[config.mk]
export PLATFORM = sky130hd
export DESIGN_NAME = mealy_run_detector
export DESIGN_NICKNAME = d
export VERILOG_FILES = /design/src/rtl/mealy_run_detector.sv
export SDC_FILE = /design/constraint.sdc
export NUM_CORES = 1
export LEC_CHECK = 0
export ABC_CLOCK_PERIOD_IN_PS = 2600
export CORE_MARGIN = 2
export CORE_UTILIZATION = 47
export DETAILED_ROUTE_END_ITERATION = 10
export HOLD_SLACK_MARGIN = 0.03
export PLACE_DENSITY_LB_ADDON = 0.1
export SYNTH_ARGS = -nofsm -noshare
export SYNTH_HDL_FRONTEND = slang
export SYNTH_SLANG_ARGS = --single-unit
[constraint.sdc]
create_clock -name clk -period 2.6 [get_ports clk]
set_input_delay 0.65 -clock clk [delete_from_list [all_inputs] [get_ports clk]]
set_output_delay 0.65 -clock clk [all_outputs]
set_load 0.005 [all_outputs]
[src/rtl/mealy_run_detector.sv]
// Mealy detector for runs of RUN_LEN identical bits on a qualified serial stream,
// with overlap control, polarity select and a saturating detection counter.
module mealy_run_detector #(
  parameter int RUN_LEN = 3,
  parameter int CNT_W   = 8
) (
  input  logic             clk,
  input  logic             reset,
  input  logic             en,
  input  logic             c,
  input  logic             overlap,
  input  logic [1:0]       pol_sel,
  input  logic             clr_cnt,
  output logic             d,
  output logic             d_one,
  output logic             d_zero,
  output logic [CNT_W-1:0] det_cnt,
  output logic             cnt_sat
);

  localparam int RW = (RUN_LEN < 2) ? 1 : $clog2(RUN_LEN);
  localparam logic [RW-1:0]    R_MAX   = RW'(RUN_LEN - 1);
  localparam logic [CNT_W-1:0] CNT_MAX = {CNT_W{1'b1}};

  if (RUN_LEN < 2) begin : g_bad_run_len
    $error("mealy_run_detector: RUN_LEN must be >= 2");
  end

  typedef enum logic {
    ST_IDLE = 1'b0,
    ST_RUN  = 1'b1
  } state_t;

  state_t           state_q;
  logic             b_q;
  logic [RW-1:0]    r_q;
  logic [CNT_W-1:0] det_cnt_q;
  logic [CNT_W-1:0] cnt_d;
  logic             cnt_sat_q;
  logic             hit_s;
  logic             pol_en_s;

  // Mealy detect: completes on the current bit when the stored run is one short
  always_comb begin
    hit_s    = en & (state_q == ST_RUN) & (c == b_q) & (r_q == R_MAX);
    pol_en_s = b_q ? pol_sel[0] : pol_sel[1];
    d        = hit_s & pol_en_s;
    d_one    = d & b_q;
    d_zero   = d & ~b_q;
  end

  // Next count: clear beats a detection, and the count never wraps
  always_comb begin
    cnt_d = det_cnt_q;
    if (clr_cnt) begin
      cnt_d = {CNT_W{1'b0}};
    end else if (d && (det_cnt_q != CNT_MAX)) begin
      cnt_d = det_cnt_q + CNT_W'(1);
    end else begin
      cnt_d = det_cnt_q;
    end
  end

  // Run tracker; a full run that is not reported (or overlapping) stays parked at R_MAX
  always_ff @(posedge clk or posedge reset) begin
    if (reset) begin
      state_q <= ST_IDLE;
      b_q     <= 1'b0;
      r_q     <= {RW{1'b0}};
    end else if (en) begin
      if (state_q == ST_IDLE) begin
        state_q <= ST_RUN;
        b_q     <= c;
        r_q     <= RW'(1);
      end else if (c != b_q) begin
        b_q <= c;
        r_q <= RW'(1);
      end else if (r_q != R_MAX) begin
        r_q <= r_q + RW'(1);
      end else if (d && !overlap) begin
        state_q <= ST_IDLE;
        r_q     <= {RW{1'b0}};
      end else begin
        r_q <= R_MAX;
      end
    end
  end

  // Detection counter and its saturation flag
  always_ff @(posedge clk or posedge reset) begin
    if (reset) begin
      det_cnt_q <= {CNT_W{1'b0}};
      cnt_sat_q <= 1'b0;
    end else begin
      det_cnt_q <= cnt_d;
      cnt_sat_q <= (cnt_d == CNT_MAX);
    end
  end

  assign det_cnt = det_cnt_q;
  assign cnt_sat = cnt_sat_q;

endmodule

==> impl_results.md, run 1 <==
* Number of global-route vias before repair at 651
* R2R Path Start: det_cnt[0]
* Multi-input gate area at 437 um^2
* Compound-Gate Fraction of Synth Area at 12.1%
* H-tree levels at 1
* Seq cells post-synth at 13
* Post-Syn Area at 783 um^2
* Status: completed
* Root Driver: clkbuf_4
* Tmin final at 2.53 ns
* Max-Cap Viols at 0
* Antenna Nets Post-Route at 0
* Initial antenna violation count at 0
* Max IR drop VDD at 0.336 mV
* Worst path arrival time at 1.88 ns
* DR vias/cell at 5.69
* First-pass GRT wire length at 2860 um
* Placed cells at 122
* Avg WL per Cell at 13.1 um
* Clock Skew at 0.00125 ns
* Simple-gate share of the synthesized area at 29.6%
* Clk_lat worst skew at 0.27 ns
* Share of the clock period used by the worst path at 97.2%
* Syn Nets at 96
* R2R Setup Slk at 0.48 ns
* PD cells at 380 nW/um^2
* Rel. slew slack at 66.6%
* Layout Nets at 123
* Num Clock Sinks at 13
* Adder-cell share of the synthesized area at 1.60%
* Detailed Route WL at 1690 um
* DRT iter0 DRCs at 19
* Total Routing Usage GR at 19.4%
* Worst slew pin tran at 0.500 ns
* Worst hold margin at 0.549 ns
* Core ar. at 1540 um^2
* Fraction of layout instances using a drive strength above 1 at 16.8%
* Syn Inst Count at 87
* Reg2Reg Depth at 6
* Register Area at 325 um^2
* RSZ-0062 raised after global routing: no
* CTS tree: built
* Multiplexer share of the synthesized area at 3.35%
* Clk buf depth at 2
* Seq/Total Area, Yosys at 41.5%
* Largest net degree at the start of global routing at 14
* Die Wd at 44.8 um
* Largest family of logic cells by synthesized area: simple AND/OR/NAND/NOR gates
* Mean Syn Cell Area at 9.00 um^2
* Non-filler cells in the finished layout at 129
* R2r endpoint: cnt_sat
* Hold_sp: r_q[1]
* Nature of the critical path endpoint: output port
* Fill count at 132
* Distinct cells, synth at 35
* Largest stage delay on the critical path at 0.46 ns
* Most numerous cell in the Yosys netlist: dfrtp_1
* Crit-path max FO at 3
* Leakage at 0.493 nW
* Vias at 734
* Crit start category: primary input
* WS Path Type: in -> out
* Number of cell rows at 14
* Clock transition at the registers of the reported paths at 0.08 ns
* Chip Height at 44.8 um
* Xor and xnor area share after synthesis at 6.71%
* IO Port Bufs at 19
* WHS Endpoint: r_q[1]
* Final Worst Setup Slack at 0.0725 ns
* Critical path's slowest cell: clkdlybuf4s50_1
* Final core occ at 69.9%
* Number of flops mapped to enable cells by yosys at 0
* Fmax at 396 MHz
* Largest cells by area after synthesis: dfrtp_1 42%, nor2_1 5.8%, xnor2_1 5.6%, nand4_1 3.2%, nand2_1 2.9%
* Final Max Slew Viols at 0
* Final Wtd Congestion at 0.767
* Area added between synthesis and finish at 37.5%
* CP Cell Sequence: clkdlybuf4s50_1, mux2_4, nand4b_4, buf_4, nor2_2, dlygate4sd2_1
* Pre-CTS setup slack at -0.206 ns
* Share of the synthesized area in the top cell type at 41.5%
* Final Hold Fails at 0
* Drc violations at 0
* Grt total ovfl at 0
* Number of synthesis warnings at 0
* Ports at 20
* Ys flop type: dfrtp_1
* Yosys top cell by area: dfrtp_1
* DP HPWL at 1230 um
* Hold Crit Class: reg -> reg
* Die ar. at 2010 um^2
* N_diodes at 0
* DR pass1 iterations at 4
* WHS Path Cells at 1
* Initial Util at 50.8%
* Critical Path RT at 1.95 ns
* Commonest cells in the netlist: 13 x dfrtp_1, 12 x nor2_1, 6 x nand2_1, 5 x inv_1, 5 x xnor2_1
* Asr flop ratio synth at 100%
* # setup viols final at 0
* Num CTS Buffers at 3
==> area by class of cell <==
| cell class | count | share of cell area (%) |
|---|---|---|
| multi-input combinational | 64 | 40.5 |
| clock buffer | 4 | 2.44 |
| timing repair buffer | 27 | 23.2 |
| inverter | 5 | 1.74 |
| tap | 16 | 1.86 |
| sequential | 13 | 30.2 |
==> layout by cell type, fill, tap and decap left out, types with 2 or more instances in the layout <==
cell type / instances
clkdlybuf4s50_1: 15
inv_1: 4
nand2_1: 6
a21oi_1: 2
xnor2_1: 4
dlygate4sd2_1: 2
nor2_1: 11
and2_1: 2
dfrtp_1: 13
nor2b_1: 3
nand3_1: 3
clkbuf_4: 3
a311oi_1: 2
nand4_1: 4
buf_4: 8
nor4_1: 3
o21ai_0: 4
==> metal layers <==
| metal | vias to the layer above | global-route usage (%) | wire [um] |
|---|---|---|---|
| met5 | - | 0 | 0 |
| li1 | 366 | - | - |
| met1 | 348 | 26.4 | 824 |
| met3 | 2 | 6.00 | 86 |
| met2 | 18 | 29.9 | 768 |
| met4 | 0 | 5.29 | 10 |
==> power by group <==
group	total (mW)	switching, mW	internal [mW]
clock	0.123	0.0638	0.0594
sequential	0.224	0.0124	0.211
combinational	0.0629	0.0277	0.0352
total	0.410	0.104	0.306
==> how the worst max path moves through the flow <==
stage,start,cells after the start,to,slack (ns)
after floorplan,en,5,d_one,0.54
after global placement,c,5,d_one,-0.12
after detailed placement,c,5,d_zero,-0.21
after CTS,pol_sel[1],5,d,0.008
after global routing,pol_sel[1],6,d_zero,0.007
final,pol_sel[1],6,d_zero,0.07
==> critical path: cells and delay by family <==
family | cells | cell delay, ns
buffers and inverters | 3 | 0.85
multiplexers | 1 | 0.17
AND/OR/NAND/NOR | 2 | 0.20
==> sequential cells by signal (all words and copies together), names as in the netlist <==
| register | flops |
|---|---|
| b_q | 1 |
| cnt_sat | 1 |
| det_cnt | 8 |
| r_q | 2 |
| state_q | 1 |
==> through the flow <==
| stage | cell area [um^2] | TNS [ns] | power (mW) |
|---|---|---|---|
| after floorplan | 783 | 0 | 0.255 |
| after global placement | 1010 | -0.349 | 0.280 |
| after detailed placement | 1010 | -0.619 | 0.282 |
| after CTS | 1070 | 0 | 0.415 |
| after global routing | 1080 | 0 | 0.434 |
| final | 1080 | 0 | 0.410 |
==> cell families (layout without fill, tap and decap cells) <==
family,count (synthesis),count (layout)
muxes,2,2
and+or+nand+nor,41,41
xor gates and xnor gates,6,6
DFF,13,13
adders and majority gates,1,1
AOI/OAI and AO/OA,14,14
buffers and inverters,10,36
==> repair_timing <==
item,CTS,global route
hold endpoints to repair,0,0
pin swaps,3,0
hold buffers,0,0
buffers inserted,3,0
setup endpoints to repair,3,2
gates resized for setup,7,2
Note: power is estimated with default switching activity, not from simulation.
==> inputs of run 2 (changes only) <==
- ABC_CLOCK_PERIOD_IN_PS: 2600 -> 3100
- CORE_UTILIZATION: 47 -> 50
- SLEW_MARGIN: default -> 20
- clock period: 2.6 -> 3.1 ns (I/O delays scaled with it)
==> impl_results.md, run 2 (synthesis gave the netlist of run 1 again) <==
* Worst path most repeated cell: clkdlybuf4s50_1
* Core ar. at 1490 um^2 (-3.4%)
* Pre-CTS setup slack at -0.0140 ns (+0.192 ns)
* Crit start category: primary input
* Root Driver: clkbuf_4
* Clock transition at the registers of the reported paths at 0.08 ns (about the same)
* Worst hold margin at 0.553 ns (+0.00397 ns)
* DR vias/cell at 5.85 (+2.9%)
* Avg WL per Cell at 13.8 um (+5.6%)
* PD cells at 330 nW/um^2 (-13%)
* Final Wtd Congestion at 0.805 (+5.0%)
* Final Worst Setup Slack at 0.0679 ns (-0.00468 ns)
* DRT iter0 DRCs at 32 (+13)
* Clk buf depth at 2 (unchanged)
* Final Max Slew Viols at 0 (unchanged)
* Tmin final at 3.03 ns
* Status: completed
* Max IR drop VDD at 0.290 mV (-14%)
* R2R Setup Slk at 0.96 ns (+0.48 ns)
* WS Path Type: in -> out
* Die Wd at 43.6 um (-2.8%)
* Number of global-route vias before repair at 614 (-5.7%)
* DR pass1 iterations at 4 (unchanged)
* Clk_lat worst skew at 0.28 ns (about the same)
* RSZ-0062 raised after global routing: no
* Grt total ovfl at 0 (unchanged)
* First-pass GRT wire length at 2820 um (-1.4%)
* Fraction of layout instances using a drive strength above 1 at 11.2% (-5.6 points)
* Fill count at 119 (-9.8%)
* Critical path's slowest cell: clkdlybuf4s50_1
* Final Hold Fails at 0 (unchanged)
* Top Family by Delay on Critical Path: buffers and inverters
* IO Port Bufs at 19 (unchanged)
* Commonest non-fill, non-tap cells in the layout: 19 x clkdlybuf4s50_1, 13 x dfrtp_1, 12 x nor2_1, 6 x nand2_1, 5 x inv_1
* Num CTS Buffers at 3 (unchanged)
* CP Launch Point: c
* Ports at 20 (unchanged)
* Setup crit end: d_zero
* Leakage at 0.445 nW (-9.8%)
* Cts hold-fix bufs at 0 (unchanged)
* Nature of the critical path endpoint: output port
* Drc violations at 0 (unchanged)
* Largest net degree at the start of global routing at 14 (unchanged)
* DP HPWL at 1270 um (+3.3%)
* Max FFs per register at 8 (unchanged)
* H-tree levels at 1 (unchanged)
* Post-CTS setup buffers at 0 (-3)
* Final core occ at 69.2% (-0.64 points)
* Fmax at 330 MHz
* Area added between synthesis and finish at 31.6%
* Critical Path RT at 2.32 ns (+0.37 ns)
* Die ar. at 1900 um^2 (-5.5%)
* Layout Nets at 117 (-4.9%)
* Total Routing Usage GR at 20.0% (+0.65 points)
* Rel. slew slack at 68.3% (+1.6 points)
* R2r endpoint: cnt_sat
* Worst path arrival time at 2.26 ns (+0.38 ns)
* Worst slew pin tran at 0.475 ns (-0.0244 ns)
* CP Cell Sequence: clkdlybuf4s50_1, xnor2_2, nand4b_4, nor2_1, clkdlybuf4s50_1
* Initial antenna violation count at 0 (unchanged)
* Share of the clock period used by the worst path at 97.8%
* Num Clock Sinks at 13 (unchanged)
* Detailed Route WL at 1700 um (+0.71%)
* # setup viols final at 0 (unchanged)
* Clock Skew at 0.00602 ns (+0.00477 ns)
* Number of cell rows at 14 (unchanged)
* Largest stage delay on the critical path at 0.51 ns (+0.05 ns)
* Initial Util at 52.6% (+1.8 points)
* Crit-path max FO at 4 (+1)
* Worst path depth at 5 (-1)
* Commonest non-fill, non-tap cell in the layout: clkdlybuf4s50_1
* N_diodes at 0 (unchanged)
* Worst Path Buf+Inv at 2 (-1)
* Max-Cap Viols at 0 (unchanged)
* Antenna Nets Post-Route at 0 (unchanged)
* CTS tree: built
* Reg2Reg Depth at 6 (unchanged)
* Chip Height at 43.6 um (-2.8%)
* R2R Path Start: det_cnt[0]
* Hold Crit Class: reg -> reg
* Vias at 720 (-1.9%)
[run 2: changes by cell type in the layout (fill, tap and decap cells not counted), sizes merged]
cell / change
clkdlybuf4s50: +4
clkbuf: -1
clkdlybuf4s15: -1
clkinv: +1
buf: -6
dlygate4sd2: -2
dlymetal6s2s: -1
[run 2: layout make-up]
class / count / area, um^2 / area share (%)
clock buffers: 3 / 22.5 / 2.18
clock inverters: 1 / 5.00 / 0.485
inverters: 5 / 18.8 / 1.82
multi-input cells: 64 / 434 / 42.1
flip-flops and latches: 13 / 325 / 31.6
well taps: 16 / 20.0 / 1.94
repair buffers: 21 / 205 / 19.9
[run 2: worst min path at each step]
stage | start | cells after the start | end | slack, ns
after global placement | r_q[1] | 1 | r_q[1] | 0.52
after detailed placement | r_q[1] | 1 | r_q[1] | 0.53
after CTS | r_q[1] | 1 | r_q[1] | 0.54
after global routing | r_q[1] | 1 | r_q[1] | 0.60
final | r_q[1] | 1 | r_q[1] | 0.55
after floorplan | r_q[1] | 1 | r_q[1] | 0.49
[run 2: per-stage QoR]
step                area (um^2)  power, mW  std cells  setup TNS (ns)
floorplan                   783      0.214         87               0
global placement            987      0.231        119               0
detailed placement          987      0.231        119         -0.0140
CTS                        1020      0.339        123               0
global route               1030      0.357        123               0
finish                     1030      0.340        123               0
[run 2: report_power, final]
part | switching [mW] | internal (mW)
logic | 0.0210 | 0.0241
registers | 0.0109 | 0.177
clock network | 0.0596 | 0.0478
[run 2: layer usage]
layer  share of wire [%]  track usage (%)  vias to the layer above
met3                 4.0             5.42                        2
li1                    -                -                      351
met1                  46             27.0                      350
met5                   0                0                        -
met2                  49             30.9                       17
met4                 1.1             7.27                        0
[run 2: what timing repair did]
| item | in CTS | in global routing |
|---|---|---|
| gates resized for setup | 1 | 1 |
| pin swaps | 0 | 0 |
| setup endpoints to repair | 1 | 1 |
